==> config.mk <==
export PLATFORM = sky130hd
export DESIGN_NAME = control_sequencer_flat
export DESIGN_NICKNAME = d
export VERILOG_FILES = /design/src/rtl/control_sequencer_if.sv /design/src/rtl/control_sequencer.sv /design/src/flat_wrapper.sv
export SDC_FILE = /design/constraint.sdc
export NUM_CORES = 1
export LEC_CHECK = 0
export BUFFER_PORTS_ARGS = -buffer_cell sky130_fd_sc_hd__buf_2
export CAP_MARGIN = 0
export CORE_ASPECT_RATIO = 1.1
export CORE_MARGIN = 8
export CORE_UTILIZATION = 45
export DETAILED_ROUTE_END_ITERATION = 10
export MAX_ROUTING_LAYER = met4
export PLACE_DENSITY_LB_ADDON = 0.2
export SLEW_MARGIN = 10
export SYNTH_ARGS = -nofsm -noshare
export SYNTH_HDL_FRONTEND = slang
export SYNTH_SLANG_ARGS = --single-unit
==> constraint.sdc <==
create_clock -name clk -period 4.8 [get_ports clk]
set_clock_uncertainty 0.15 [all_clocks]
set_input_delay 0.24 -clock clk [delete_from_list [all_inputs] [get_ports clk]]
set_output_delay 0.24 -clock clk [all_outputs]
set_load 0.02 [all_outputs]
==> src/rtl/control_sequencer_if.sv <==
// control_sequencer_if -- bundle between the control sequencer and the datapath.
//
// Signals:
//   run, mem_rdy, ir        : datapath -> sequencer (run request, memory ready, IR contents)
//   PCout .. HIin           : sequencer -> datapath one-bit strobes
//   alu_op                  : ALU select (0 none, 1 ADD, 2 SUB, 3 AND, 4 OR, 5 MUL, 6 DIV)
//   rout_sel, rin_sel       : one-hot register-file out/in enables (bit n = Rn)
//   busy, illegal           : sequencer status
//   instr_count             : completed-instruction counter
// Modports: master = sequencer side, slave = datapath side.
interface control_sequencer_if;
  logic        run;
  logic        mem_rdy;
  logic [31:0] ir;
  logic        PCout, Zlowout, Zhighout, MDRout;
  logic        MARin, MDRin, IRin, PCin, Yin, Zin;
  logic        IncPC, Read, LOin, HIin;
  logic [3:0]  alu_op;
  logic [15:0] rout_sel;
  logic [15:0] rin_sel;
  logic        busy;
  logic        illegal;
  logic [15:0] instr_count;

  modport master (
    input  run, mem_rdy, ir,
    output PCout, Zlowout, Zhighout, MDRout, MARin, MDRin, IRin, PCin, Yin, Zin,
           IncPC, Read, LOin, HIin, alu_op, rout_sel, rin_sel, busy, illegal,
           instr_count
  );

  modport slave (
    output run, mem_rdy, ir,
    input  PCout, Zlowout, Zhighout, MDRout, MARin, MDRin, IRin, PCin, Yin, Zin,
           IncPC, Read, LOin, HIin, alu_op, rout_sel, rin_sel, busy, illegal,
           instr_count
  );
endinterface

==> src/rtl/control_sequencer.sv <==
// control_sequencer -- hardwired fetch/decode/execute control unit for a
// simple bus-based datapath. Fetch is T0..T2, register-register ALU
// instructions execute in T3..T5 (T6 for MUL/DIV).
//
// Ports:
//   clk : system clock, rising-edge active
//   clr : asynchronous active-low reset
//   bus : control_sequencer_if.master (run/mem_rdy/ir in; strobes, alu_op,
//         rout_sel/rin_sel, busy, illegal, instr_count out)
//
// Configuration macro: CTRL_SEQ_MULDIV_EN -- when defined, MUL (01111) and
// DIV (10000) are legal and use T6 to move the high product/remainder word.
module control_sequencer (
  input logic           clk,
  input logic           clr,
  control_sequencer_if.master bus
);

  typedef enum logic [2:0] {IDLE, T0, T1, T2, T3, T4, T5, T6} state_t;

  state_t      state, state_nxt;
  logic        t1_wait, t1_wait_nxt;   // already spent one cycle in T1 waiting
  logic [15:0] count, count_nxt;

  logic [4:0]  opcode;
  logic [3:0]  ra, rb, rc;
  logic        unused_ir_bits;

  assign opcode = bus.ir[31:27];
  assign ra     = bus.ir[26:23];
  assign rb     = bus.ir[22:19];
  assign rc     = bus.ir[18:15];
  assign unused_ir_bits = ^bus.ir[14:0];

  // Opcode -> ALU select; zero means the opcode is not supported.
  function automatic logic [3:0] alu_sel(input logic [4:0] op);
    case (op)
      5'b00011: return 4'd1;
      5'b00100: return 4'd2;
      5'b00101: return 4'd3;
      5'b00110: return 4'd4;
`ifdef CTRL_SEQ_MULDIV_EN
      5'b01111: return 4'd5;
      5'b10000: return 4'd6;
`endif
      default:  return 4'd0;
    endcase
  endfunction

  always_ff @(posedge clk or negedge clr) begin
    if (!clr) begin
      state   <= IDLE;
      t1_wait <= 1'b0;
      count   <= 16'd0;
    end else begin
      state   <= state_nxt;
      t1_wait <= t1_wait_nxt;
      count   <= count_nxt;
    end
  end

  assign bus.busy        = (state != IDLE);
  assign bus.instr_count = count;

  always_comb begin
    state_nxt    = state;
    t1_wait_nxt  = t1_wait;
    count_nxt    = count;
    bus.PCout    = 1'b0;
    bus.Zlowout  = 1'b0;
    bus.Zhighout = 1'b0;
    bus.MDRout   = 1'b0;
    bus.MARin    = 1'b0;
    bus.MDRin    = 1'b0;
    bus.IRin     = 1'b0;
    bus.PCin     = 1'b0;
    bus.Yin      = 1'b0;
    bus.Zin      = 1'b0;
    bus.IncPC    = 1'b0;
    bus.Read     = 1'b0;
    bus.LOin     = 1'b0;
    bus.HIin     = 1'b0;
    bus.alu_op   = 4'd0;
    bus.rout_sel = 16'd0;
    bus.rin_sel  = 16'd0;
    bus.illegal  = 1'b0;

    case (state)
      IDLE: begin
        if (bus.run) state_nxt = T0;
      end
      T0: begin
        bus.PCout   = 1'b1;
        bus.MARin   = 1'b1;
        bus.IncPC   = 1'b1;
        bus.Zin     = 1'b1;
        t1_wait_nxt = 1'b0;
        state_nxt   = T1;
      end
      T1: begin
        // Incremented PC is loaded once; later wait cycles only hold the read.
        bus.Zlowout = 1'b1;
        bus.Read    = 1'b1;
        bus.MDRin   = 1'b1;
        bus.PCin    = ~t1_wait;
        if (bus.mem_rdy) state_nxt = T2;
        else             t1_wait_nxt = 1'b1;
      end
      T2: begin
        bus.MDRout = 1'b1;
        bus.IRin   = 1'b1;
        state_nxt  = T3;
      end
      T3: begin
        if (alu_sel(opcode) != 4'd0) begin
          bus.rout_sel = 16'd1 << rb;
          bus.Yin      = 1'b1;
          state_nxt    = T4;
        end else begin
          bus.illegal = 1'b1;
          state_nxt   = bus.run ? T0 : IDLE;
        end
      end
      T4: begin
        bus.rout_sel = 16'd1 << rc;
        bus.Zin      = 1'b1;
        bus.alu_op   = alu_sel(opcode);
        state_nxt    = T5;
      end
      T5: begin
        bus.Zlowout = 1'b1;
`ifdef CTRL_SEQ_MULDIV_EN
        if (opcode == 5'b01111 || opcode == 5'b10000) begin
          bus.LOin  = 1'b1;
          state_nxt = T6;
        end else begin
          bus.rin_sel = 16'd1 << ra;
          count_nxt   = count + 16'd1;
          state_nxt   = bus.run ? T0 : IDLE;
        end
`else
        bus.rin_sel = 16'd1 << ra;
        count_nxt   = count + 16'd1;
        state_nxt   = bus.run ? T0 : IDLE;
`endif
      end
      T6: begin
`ifdef CTRL_SEQ_MULDIV_EN
        bus.Zhighout = 1'b1;
        bus.HIin     = 1'b1;
        count_nxt    = count + 16'd1;
        state_nxt    = bus.run ? T0 : IDLE;
`else
        state_nxt    = IDLE;
`endif
      end
      default: state_nxt = IDLE;
    endcase
  end

endmodule

==> src/flat_wrapper.sv <==
// flat-port wrapper written by rule: the top's interface ports become plain ports
module control_sequencer_flat 
  (clk, clr, bus_run, bus_mem_rdy, bus_ir, bus_PCout, bus_Zlowout, bus_Zhighout, bus_MDRout, bus_MARin, bus_MDRin, bus_IRin, bus_PCin, bus_Yin, bus_Zin, bus_IncPC, bus_Read, bus_LOin, bus_HIin, bus_alu_op, bus_rout_sel, bus_rin_sel, bus_busy, bus_illegal, bus_instr_count);
  control_sequencer_if bus_i ();
  input logic clk;
  input logic clr;
  input wire logic [$bits(bus_i.run)-1:0] bus_run;
  input wire logic [$bits(bus_i.mem_rdy)-1:0] bus_mem_rdy;
  input wire logic [$bits(bus_i.ir)-1:0] bus_ir;
  output wire logic [$bits(bus_i.PCout)-1:0] bus_PCout;
  output wire logic [$bits(bus_i.Zlowout)-1:0] bus_Zlowout;
  output wire logic [$bits(bus_i.Zhighout)-1:0] bus_Zhighout;
  output wire logic [$bits(bus_i.MDRout)-1:0] bus_MDRout;
  output wire logic [$bits(bus_i.MARin)-1:0] bus_MARin;
  output wire logic [$bits(bus_i.MDRin)-1:0] bus_MDRin;
  output wire logic [$bits(bus_i.IRin)-1:0] bus_IRin;
  output wire logic [$bits(bus_i.PCin)-1:0] bus_PCin;
  output wire logic [$bits(bus_i.Yin)-1:0] bus_Yin;
  output wire logic [$bits(bus_i.Zin)-1:0] bus_Zin;
  output wire logic [$bits(bus_i.IncPC)-1:0] bus_IncPC;
  output wire logic [$bits(bus_i.Read)-1:0] bus_Read;
  output wire logic [$bits(bus_i.LOin)-1:0] bus_LOin;
  output wire logic [$bits(bus_i.HIin)-1:0] bus_HIin;
  output wire logic [$bits(bus_i.alu_op)-1:0] bus_alu_op;
  output wire logic [$bits(bus_i.rout_sel)-1:0] bus_rout_sel;
  output wire logic [$bits(bus_i.rin_sel)-1:0] bus_rin_sel;
  output wire logic [$bits(bus_i.busy)-1:0] bus_busy;
  output wire logic [$bits(bus_i.illegal)-1:0] bus_illegal;
  output wire logic [$bits(bus_i.instr_count)-1:0] bus_instr_count;
  assign bus_i.run = bus_run;
  assign bus_i.mem_rdy = bus_mem_rdy;
  assign bus_i.ir = bus_ir;
  assign bus_PCout = bus_i.PCout;
  assign bus_Zlowout = bus_i.Zlowout;
  assign bus_Zhighout = bus_i.Zhighout;
  assign bus_MDRout = bus_i.MDRout;
  assign bus_MARin = bus_i.MARin;
  assign bus_MDRin = bus_i.MDRin;
  assign bus_IRin = bus_i.IRin;
  assign bus_PCin = bus_i.PCin;
  assign bus_Yin = bus_i.Yin;
  assign bus_Zin = bus_i.Zin;
  assign bus_IncPC = bus_i.IncPC;
  assign bus_Read = bus_i.Read;
  assign bus_LOin = bus_i.LOin;
  assign bus_HIin = bus_i.HIin;
  assign bus_alu_op = bus_i.alu_op;
  assign bus_rout_sel = bus_i.rout_sel;
  assign bus_rin_sel = bus_i.rin_sel;
  assign bus_busy = bus_i.busy;
  assign bus_illegal = bus_i.illegal;
  assign bus_instr_count = bus_i.instr_count;
  control_sequencer u_core (.clk(clk), .clr(clr), .bus(bus_i));
endmodule
== Yosys cells after proc, flatten, opt, wreduce, memory -nomap -nowiden ==
Cells that the tools add are included.
Storage, ports and cells
  input bits: 36
  register bits: 20
Operators by class
  muxes and demuxes: 23
  equal/unequal tests: 14
  reduce and logical (&&, ||, !) cells: 8
  bitwise operators: 1
  shifts and indexed selects: 3
  add/subtract/negate cells: 1
Operator list (number)
  $shl A1 B4 Y16 const A: 3
  $mux W16: 2
  $pmux W16 S2: 1
  $pmux W3 S8: 1
  $add A16 B1 Y16 const B: 1
  $eq A5 B3 Y1 const B: 3
  $eq A3 B3 Y1 const B: 4
  $mux W1: 12
  $pmux W3 S4: 1
  $mux W3: 3
  $mux W4: 2
  $eq A3 B2 Y1 const B: 2
  $ne A2 B2 Y1 const B: 3
  $eq A5 B2 Y1 const B: 1
  $reduce_and A2 Y1: 2
  $reduce_bool A4 Y1: 1
  $reduce_or A2 Y1: 2
  $eq A3 B1 Y1 const B: 1
  $logic_not A3 Y1: 1
  $reduce_bool A3 Y1: 1
  $pmux W1 S2: 1
  $reduce_bool A2 Y1: 1
  $not A1 Y1: 1

== Longest topological paths before layout ==
Gate-level depths: netlist of the first run.
  depth in word-level cells: 6
  depth in mapped cells: 5

== Worst setup path before layout of the first run ==
Ideal clock, no wire load.
  path kind: reg-to-output
  start point: register u_core.state[2]
  end point: output bus_rout_sel[0]
  buffers on the path: 1
  path slack: 2845 ps
  data arrival time: 1565 ps
  stages on the path, launching flop included: 5
  data required time: 4410 ps
  cell sequence: dfrtp_1 -> nor3b_2 -> nand2_1 -> buf_2 -> o31ai_1
On the way
  word-level cells in the longest chain between the ends: 2
  elaborated cells between the ends (all ways): 3
  classes of those cells: 2 x eq/ne; 1 x mux
RTL lines
  start: declaration: line control_sequencer.sv:21  | state_t state, state_nxt;
  start signal: assignment: line control_sequencer.sv:56  | state <= state_nxt;
  $eq A3 B3 Y1, on equally long branches
  $pmux W16 S2 (*): line control_sequencer.sv:88  | case (state)
  end: declaration: line flat_wrapper.sv:25  | output wire logic [$bits(bus_i.rout_sel)-1:0] bus_rout_sel;
Every way passes the cells marked *; elsewhere a longest branch is shown, timed or not.

== Worst setup path after layout of the first run ==
  start point: register u_core.state[2]
  end point: output bus_rout_sel[1]
Same word-level chain as after synthesis.

==> results.md, run 1 <==
- Data on the critical path arrives at its endpoint at 2.16 ns.
- For the final routed database, the setup TNS stands at 0 ns.
- In this run, synthesis produced a sequential element count of 20.
- After Yosys synthesis, full adders, half adders and majority gates account for 0.8217% of the synthesized area.
- During placement, the flow inserted port buffers numbering 84.
- The final cell utilization of the core is 59.32%.
- The routed design has 3986 µm of wire.
- The multiplexer share of the synthesized area is 0.6574%.
- The number of buffers inserted during clock tree synthesis is 3.
- In this run the number of H-tree levels came out at 1.
- The via count of the first global-routing pass is 1,583.
- Clock-pin slew was measured on the worst setup and hold paths at 0.10 ns.
- The detail route stage leaves a number of antenna-violating nets equal to 0.
- The total track usage is 14.86%.
- After detailed routing, the average wire length per cell comes to 13.16 µm.
- The count of TritonRoute iterations in the first routing pass is 4.
- The count of flip-flops with a built-in enable after synthesis is 0.
- The clock period minus final worst setup slack is 2.550 ns.
- The reported leakage power is 0.001084 µW.
- The number of setup violations in the final report is 0.
- The most common flop cell mapped by yosys is sky130_fd_sc_hd__dfrtp_1.
- The share of the synthesized area in compound gates (AO/OA/AOI/OAI) is 10.52%.
- The depth of the worst register-to-register path is 4.
- The startpoint class of the critical path is a flip-flop.
- Entering global routing, the biggest net connects 21 pins.
- In this run the tightest slew margin relative to its limit is 66.23%.
- The internal reg-to-reg setup slack is 2.99 ns.
- The worst register-to-register path begins at u_core.state[2].
- The half-perimeter wire length after placement is 3277 µm.
- The clock tree from TritonCTS is yes.
- The area of combinational cells with multiple inputs is 925.9 µm².
- Averaged over all synthesized cells, the footprint is 8.057 µm².
- The longest clock path from root to sink contains 2 buffers.
- The number of max-slew violations in the final report is 0.
- The tightest min-delay check is of the in -> reg type.
- Of the available clock period, the critical path in the final layout requires 53.13%.
- The first global-routing pass estimated 6872 µm of wire.
- After the last flow step, the layout net total stands at 306.
- The maximum fanout along the worst path is 15.
- The number of antenna violations at the first check in global routing is 0.
- The part of the Yosys area used for sequential elements is 32.87%.
- The die is 71.47 µm wide.
- After layout, the design draws a total of 619.3 µW.
- The number of diodes is 0.
- The placeable core region is 3276 µm².
- The worst flop-to-flop path endpoint is u_core.bus.instr_count[8].
- The fraction of final layout cells with drive strength greater than 1 is 35.58%.
- The number of max-capacitance violations reported is 0.
- The worst-skew pair later-pin latency is 0.29 ns.
- The number of rows created at floorplan is 22.
- The flow ran to the end, and the final reports show no timing, DRC or antenna violations.
- The worst setup path is captured at a primary output.
- The vertical die dimension is 77.01 µm.
- The synthesized netlist devotes 38.62% of its cell area to simple gates.
- Summing every instance area after synthesis gives 1523 µm².
- The fraction of registers with async set or reset after synthesis is 100.0%.
- In this run the power density over the cells is 318.7 nW/µm².
- The number of design rule violations left after detail routing is 0.
- The violation count after the first detailed-route iteration is 94.
- Setup repair after global routing left no endpoint under its margin.
- The number of clock sinks seen by CTS is 20.
- The post-CTS setup buffer count is 0.
- The layout has 313 filler cells.
- Across the VDD grid, the largest voltage drop is 315.8 µV.
- The synthesized netlist devotes 9.203% of its cell area to XOR and XNOR gates.
- The synthesis-to-layout area growth is 27.61%.
- The gate count after technology mapping is 189.
- On the final layout, the worst hold slack is 0.06198 ns.
- Pin placement for this block handled 104 I/O pins.
- Once the floorplan was initialized, standard cells occupied 46.49% of the core.
- The type of the worst setup path is reg -> out.
- Across the whole layout, storage elements account for 500.5 µm².
- The hold violation count in the final report is 0.
- The hold-critical path depth is 3.
- For this run, the top clock speed supported by timing is 0.3921 GHz.
- In this run the clock root is driven by a sky130_fd_sc_hd__clkbuf_4.
- The startpoint of the tightest hold check path is bus_run.
- The placer congestion estimate is 0.7840.
- The area of the die is 5504 µm².
- The measured slew at the worst slew-check pin is 0.5066 ns.
- Data on the critical path is required at its endpoint by 4.41 ns.
- The total overflow left after global routing is 0.
- The largest family of logic cells by synthesized area is simple AND/OR/NAND/NOR gates.
- The via total after detailed routing is 1,595.
- The path with the worst hold slack has its endpoint at u_core.state[0].
- The Yosys step of the flow raised 0 warnings.
- Counting distinct cell types in the post-synthesis netlist gives 36.
- After detailed routing, the number of vias per cell comes to 5.264.
## sequential cells by signal (all words and copies together) (netlist names)
register                flops
u_core.bus.instr_count     16
u_core.state                3
u_core.t1_wait              1
## synthesized netlist by cell type (2+ instances only)
master,instances,share of area [%]
sky130_fd_sc_hd__buf_2,2,0.66
sky130_fd_sc_hd__o31ai_1,9,4.4
sky130_fd_sc_hd__clkbuf_1,2,0.49
sky130_fd_sc_hd__dfrtp_1,20,33
sky130_fd_sc_hd__nor4_2,2,1.6
sky130_fd_sc_hd__inv_1,5,1.2
sky130_fd_sc_hd__or2_2,2,0.82
sky130_fd_sc_hd__nand4_1,3,1.2
sky130_fd_sc_hd__nand2_1,26,6.4
sky130_fd_sc_hd__nand3_1,13,4.3
sky130_fd_sc_hd__nor3_1,6,2.0
sky130_fd_sc_hd__nor2b_1,3,1.2
sky130_fd_sc_hd__nand2b_1,6,2.5
sky130_fd_sc_hd__nor2_1,26,6.4
sky130_fd_sc_hd__nand3b_4,2,2.6
sky130_fd_sc_hd__and3b_1,3,1.7
sky130_fd_sc_hd__o21ai_0,9,3.0
sky130_fd_sc_hd__xor2_1,4,2.3
sky130_fd_sc_hd__nor3b_1,3,1.5
sky130_fd_sc_hd__and3_1,5,2.1
sky130_fd_sc_hd__o32ai_1,3,1.7
sky130_fd_sc_hd__buf_4,8,3.9
sky130_fd_sc_hd__xnor2_1,12,6.9
sky130_fd_sc_hd__or3_1,3,1.2
## metrics by stage
step	cells	instance area [µm²]	setup WS [ns]
4_1_cts	303	1943	2.245
3_5_place_dp	299	1911	2.580
3_3_place_gp	299	1911	2.612
2_1_floorplan	192	1534	2.845
5_1_grt	303	1943	2.120
6_report	303	1943	2.250
## critical path, cell delays in order (launching register included)
cell,delay (ns)
sky130_fd_sc_hd__dfrtp_1,0.67
sky130_fd_sc_hd__nor3b_2,0.30
sky130_fd_sc_hd__nand2_1,0.27
sky130_fd_sc_hd__o32ai_1,0.39
sky130_fd_sc_hd__buf_2,0.23
## worst max path at each step
stage / end / startpoint / depth (start not counted) / slack [ns]
floorplan: bus_rout_sel[0] / u_core.state[2] / 4 / 2.85
global route: bus_rout_sel[1] / u_core.state[2] / 4 / 2.12
CTS: bus_rout_sel[1] / u_core.state[2] / 4 / 2.25
global placement: bus_rout_sel[1] / u_core.state[2] / 4 / 2.61
detailed placement: bus_rout_sel[1] / u_core.state[2] / 4 / 2.58
finish: bus_rout_sel[1] / u_core.state[2] / 4 / 2.25
## metal layers
layer | vias to the layer above | wire length (µm) | GRT usage (%)
met5 | - | 0 | -
met4 | 0 | 51 | 6.135
met3 | 4 | 214 | 2.211
met2 | 59 | 1961 | 25.67
met1 | 726 | 1759 | 16.56
li1 | 806 | - | -
## layout make-up
cell class | instances | share of cell area (%)
clock buffer | 3 | 1.159
inverter | 5 | 0.9659
multi-input combinational | 154 | 47.65
sequential | 20 | 25.76
tap | 36 | 2.318
timing repair buffer | 85 | 22.15
## power breakdown
part / switching, µW / internal (µW)
clock: 48.0 / 29.2
sequential: 65.0 / 196
combinational: 175 / 106
total: 288 / 331
## repair_timing
item                                   in CTS  in global routing
gates resized for setup                     0                  0
hold buffers                                1                  0
endpoints found under the hold margin      20                  0
## cells in the final DEF, fill, tap and decap left out, types with 4 or more instances in the layout
cell and count:
sky130_fd_sc_hd__xor2_1 4, sky130_fd_sc_hd__nor3_1 6, sky130_fd_sc_hd__buf_2 84, sky130_fd_sc_hd__xnor2_1 12
sky130_fd_sc_hd__o21ai_0 9, sky130_fd_sc_hd__dfrtp_1 20, sky130_fd_sc_hd__and3_1 5, sky130_fd_sc_hd__conb_1 4
sky130_fd_sc_hd__nand2_1 26, sky130_fd_sc_hd__nor2_1 26, sky130_fd_sc_hd__o31ai_1 9, sky130_fd_sc_hd__nand3_1 13
sky130_fd_sc_hd__inv_1 5, sky130_fd_sc_hd__nand2b_1 6
## kinds of logic (layout without fill, tap and decap cells)
family / Yosys count / after routing
buffers and inverters: 18 / 93
multiplexers: 1 / 1
XOR/XNOR: 16 / 16
AND/OR/NAND/NOR: 108 / 108
flip-flops: 20 / 20
AO/OA/AOI/OAI: 24 / 24
other: 1 / 4
adder cells (fa/ha/maj): 1 / 1
(Power assumes the default switching activity.)
==> run 2, diff against run 1 <==
CORE_UTILIZATION = 38   (was 45)
clock period = 2.3 ns   (was 4.8 ns; I/O delays follow)
==> run 2 against run 1 <==
Against the previous run:
- the run now ends with hold timing left
- largest cell class unchanged
- sequential share of layout area shrank 0.79 points
- clock power grew to 2.8 times the previous value
- count of clock-buffer cells in the layout is the same
- via count is 1.4% lower
- worst setup slack got worse by 2.1 ns
- combinational power rose by 150%
- flip-flop and latch count did not move
- sequential power is 85% higher
- first-iteration DRC count fell by 21%
- non-clock buffer count increased by 3
- worst hold slack worse by 0.064 ns
- final cell count grew 6.3%
==> results.md, run 2 (same netlist as run 1, synthesis figures left out) <==
- The number of setup violations in the final report is 0.
- The repair_antennas step left the layout with diodes totalling 0.
- The total wire length is 4174 µm.
- After clock tree synthesis, the clock-pin slew on the worst setup and hold paths is 0.07 ns.
- The sequential cell fraction of total power is 34.7%.
- The routed design could run at a clock period as short as 2.169 ns.
- The clock tree from TritonCTS is yes.
- The clock tree root driver cell is sky130_fd_sc_hd__clkbuf_8.
- The routed layout has 1,572 vias.
- The analysis attributes to net switching a power of 613.6 µW.
- Per report_power, the clock group accounts for 15.7% of the total.
- The number of antenna violations at the first check in global routing came to 0.
- The top achievable clock speed is 0.4609 GHz.
- The hold violation count in the final report is 1.
- The type of destination of the critical path is a primary output.
- Summed over all cells, the static leakage comes to 0.001107 µW.
- The internal reg-to-reg setup slack is 0.57 ns.
- After detailed routing, the average wire length per cell comes to 12.96 µm.
- The HPWL after detailed placement is 3464 µm.
- The layer with the highest usage after global routing is met2.
- The total overflow reported by the global router is 0.
- The net count of the finished layout is 309.
- The checks that failed: hold timing.
- For this configuration, the core starts out at a cell density of 39.01%.
- Setup repair after global routing left no endpoint under its margin.
- At the worst endpoint, the arrival time is 1.90 ns.
- The share of total power dissipated in combinational logic is 49.7%.
- The sum of negative setup slack is 0 ns.
- Counting every sink on the clock net gives 20.
- The data required time of the worst path is 2.04 ns.
- The first-pass GRT wire length is 6879 µm.
- Dividing the detail-routed via count by the number of cells gives 4.882.
- The die covers 6291 µm².
- The vertical die dimension is 82.39 µm.
- The floorplan has 24 rows.
- The fraction of final layout cells with drive strength greater than 1 is 36.30%.
- The global-route track usage on met2 is 22.45%.
- Cells fill 51.35% of the core in the end.
- The number of flip-flops under the largest register name is 16.
- The run finished, with violations left.
- After the first detailed-routing iteration, the DRC count stood at 74.
- The startpoint class of the critical path is a flip-flop.
- Entering global routing, the biggest net connects 21 pins.
- The quantity of I/O buffers inserted on ports is 84.
- The remaining number of nets flagged by the antenna check after routing is 0.
- Internal power comes to 780.7 µW.
- In the layout the commonest cells are sky130_fd_sc_hd__buf_2 (84), sky130_fd_sc_hd__nor2_1 (26), sky130_fd_sc_hd__nand2_1 (26).
- The floorplan step defined a core boundary enclosing 3904 µm².
- Relative to the synthesized area, the layout overhead comes to 31.64%.
- The library cell used most frequently in the layout, excluding fill and tap cells, is sky130_fd_sc_hd__buf_2.
- Of all nets on the critical path, the largest fanout is 13.
- Max-cap violations in this run came to 0.
- The worst hold path belongs to the class in -> reg.
- The worst vdd rail ir drop is 232.7 µV.
- The first detailed-routing pass took 4 iterations.
- The total placed cells including tap cells is 318.
- Clock latency on the worst-skew pair, taken at its later pin, is 0.25 ns.
- The die boundary width is 76.36 µm.
- The number of max-slew violations in the final report is 0.
- In this run the number of H-tree levels came out at 1.
- The worst setup path is of the reg -> out kind.
- Final hold analysis gives a worst-case slack of -0.001805 ns.
- The via count of the first global-routing pass was 1,606.
- Dividing total power by cell area gives a power density of 695.6 nW/µm².
- Routability-driven placement finished with a final weighted congestion of 0.8057.
- The total track usage is 13.18%.
- The proportion of total power due to net switching is 44.01%.
- For this run, design rule violations remaining after detail routing come to 0.
- Of the available clock period, the critical path in the final layout requires 94.33%.
- Global routing consumed, on the met1 layer, 13.84% of the routing resources.
- The global-route track usage on met3 is 4.762%.
- The count of boundary I/O pins is 104.
- The final instance count without filler cells is 322.
- In this run the deepest clock path goes through 2 buffers.
- The number of buffers inserted during clock tree synthesis is 3.
==> run 2: changes by cell type in the layout (fill, tap and decap cells not counted), sizes merged <==
cell	change
buf	+3
==> run 2: final timing paths <==
| kind | startpoint | end | cells past startpoint |
|---|---|---|---|
| min in group asynchronous | clr | u_core.bus.instr_count[14] | 2 |
| min | bus_run | u_core.state[0] | 3 |
| max | u_core.state[0] | bus_rout_sel[1] | 4 |
| min reg2reg | u_core.bus.instr_count[15] | u_core.bus.instr_count[15] | 1 |
| max reg2reg | u_core.state[2] | u_core.bus.instr_count[8] | 5 |
| max in group asynchronous | clr | u_core.bus.instr_count[6] | 2 |
==> run 2: layer usage <==
layer	vias to the layer above	wire length (µm)
met4	0	36
met5	-	0
met3	4	346
met2	59	1980
met1	705	1811
li1	804	-
==> run 2: final cells by class <==
cell class / count / area [µm²]
inverter: 5 / 18.77
clock buffer: 3 / 41.29
multi-input combinational: 154 / 925.9
timing repair buffer: 88 / 452.9
sequential: 20 / 500.5
tap: 52 / 65.06
fill: 403 / 1899
==> run 2: metrics by stage <==
step | instance area, µm² | power (µW) | worst slack, ns
after floorplan | 1534 | 1002 | 0.4705
after global placement | 1953 | 1184 | 0.4857
after detailed placement | 1953 | 1190 | 0.4554
after CTS | 2004 | 1414 | 0.1639
after global routing | 2004 | 1512 | 0.02063
final | 2004 | 1394 | 0.1305
==> run 2: power groups by stage <==
| stage | Clock (µW) | Sequential [µW] | Combinational, µW |
|---|---|---|---|
| after global routing | 247 | 497 | 768 |
| after detailed placement | 0 | 490 | 700 |
| after global placement | 0 | 490 | 693 |
| after CTS | 227 | 485 | 702 |
| final | 218 | 484 | 692 |
| after floorplan | 0 | 509 | 493 |
==> run 2: critical path, cell delays in order (launching register included) <==
cell                      delay (ns)
sky130_fd_sc_hd__dfrtp_1        0.45
sky130_fd_sc_hd__nor3b_2        0.27
sky130_fd_sc_hd__nand2_1        0.29
sky130_fd_sc_hd__o32ai_1        0.41
sky130_fd_sc_hd__buf_2          0.23
==> run 2: timing repair <==
item,CTS,global route
hold endpoints to repair,20,0
buffers inserted,0,0
gates resized for setup,0,0
hold buffers,1,0
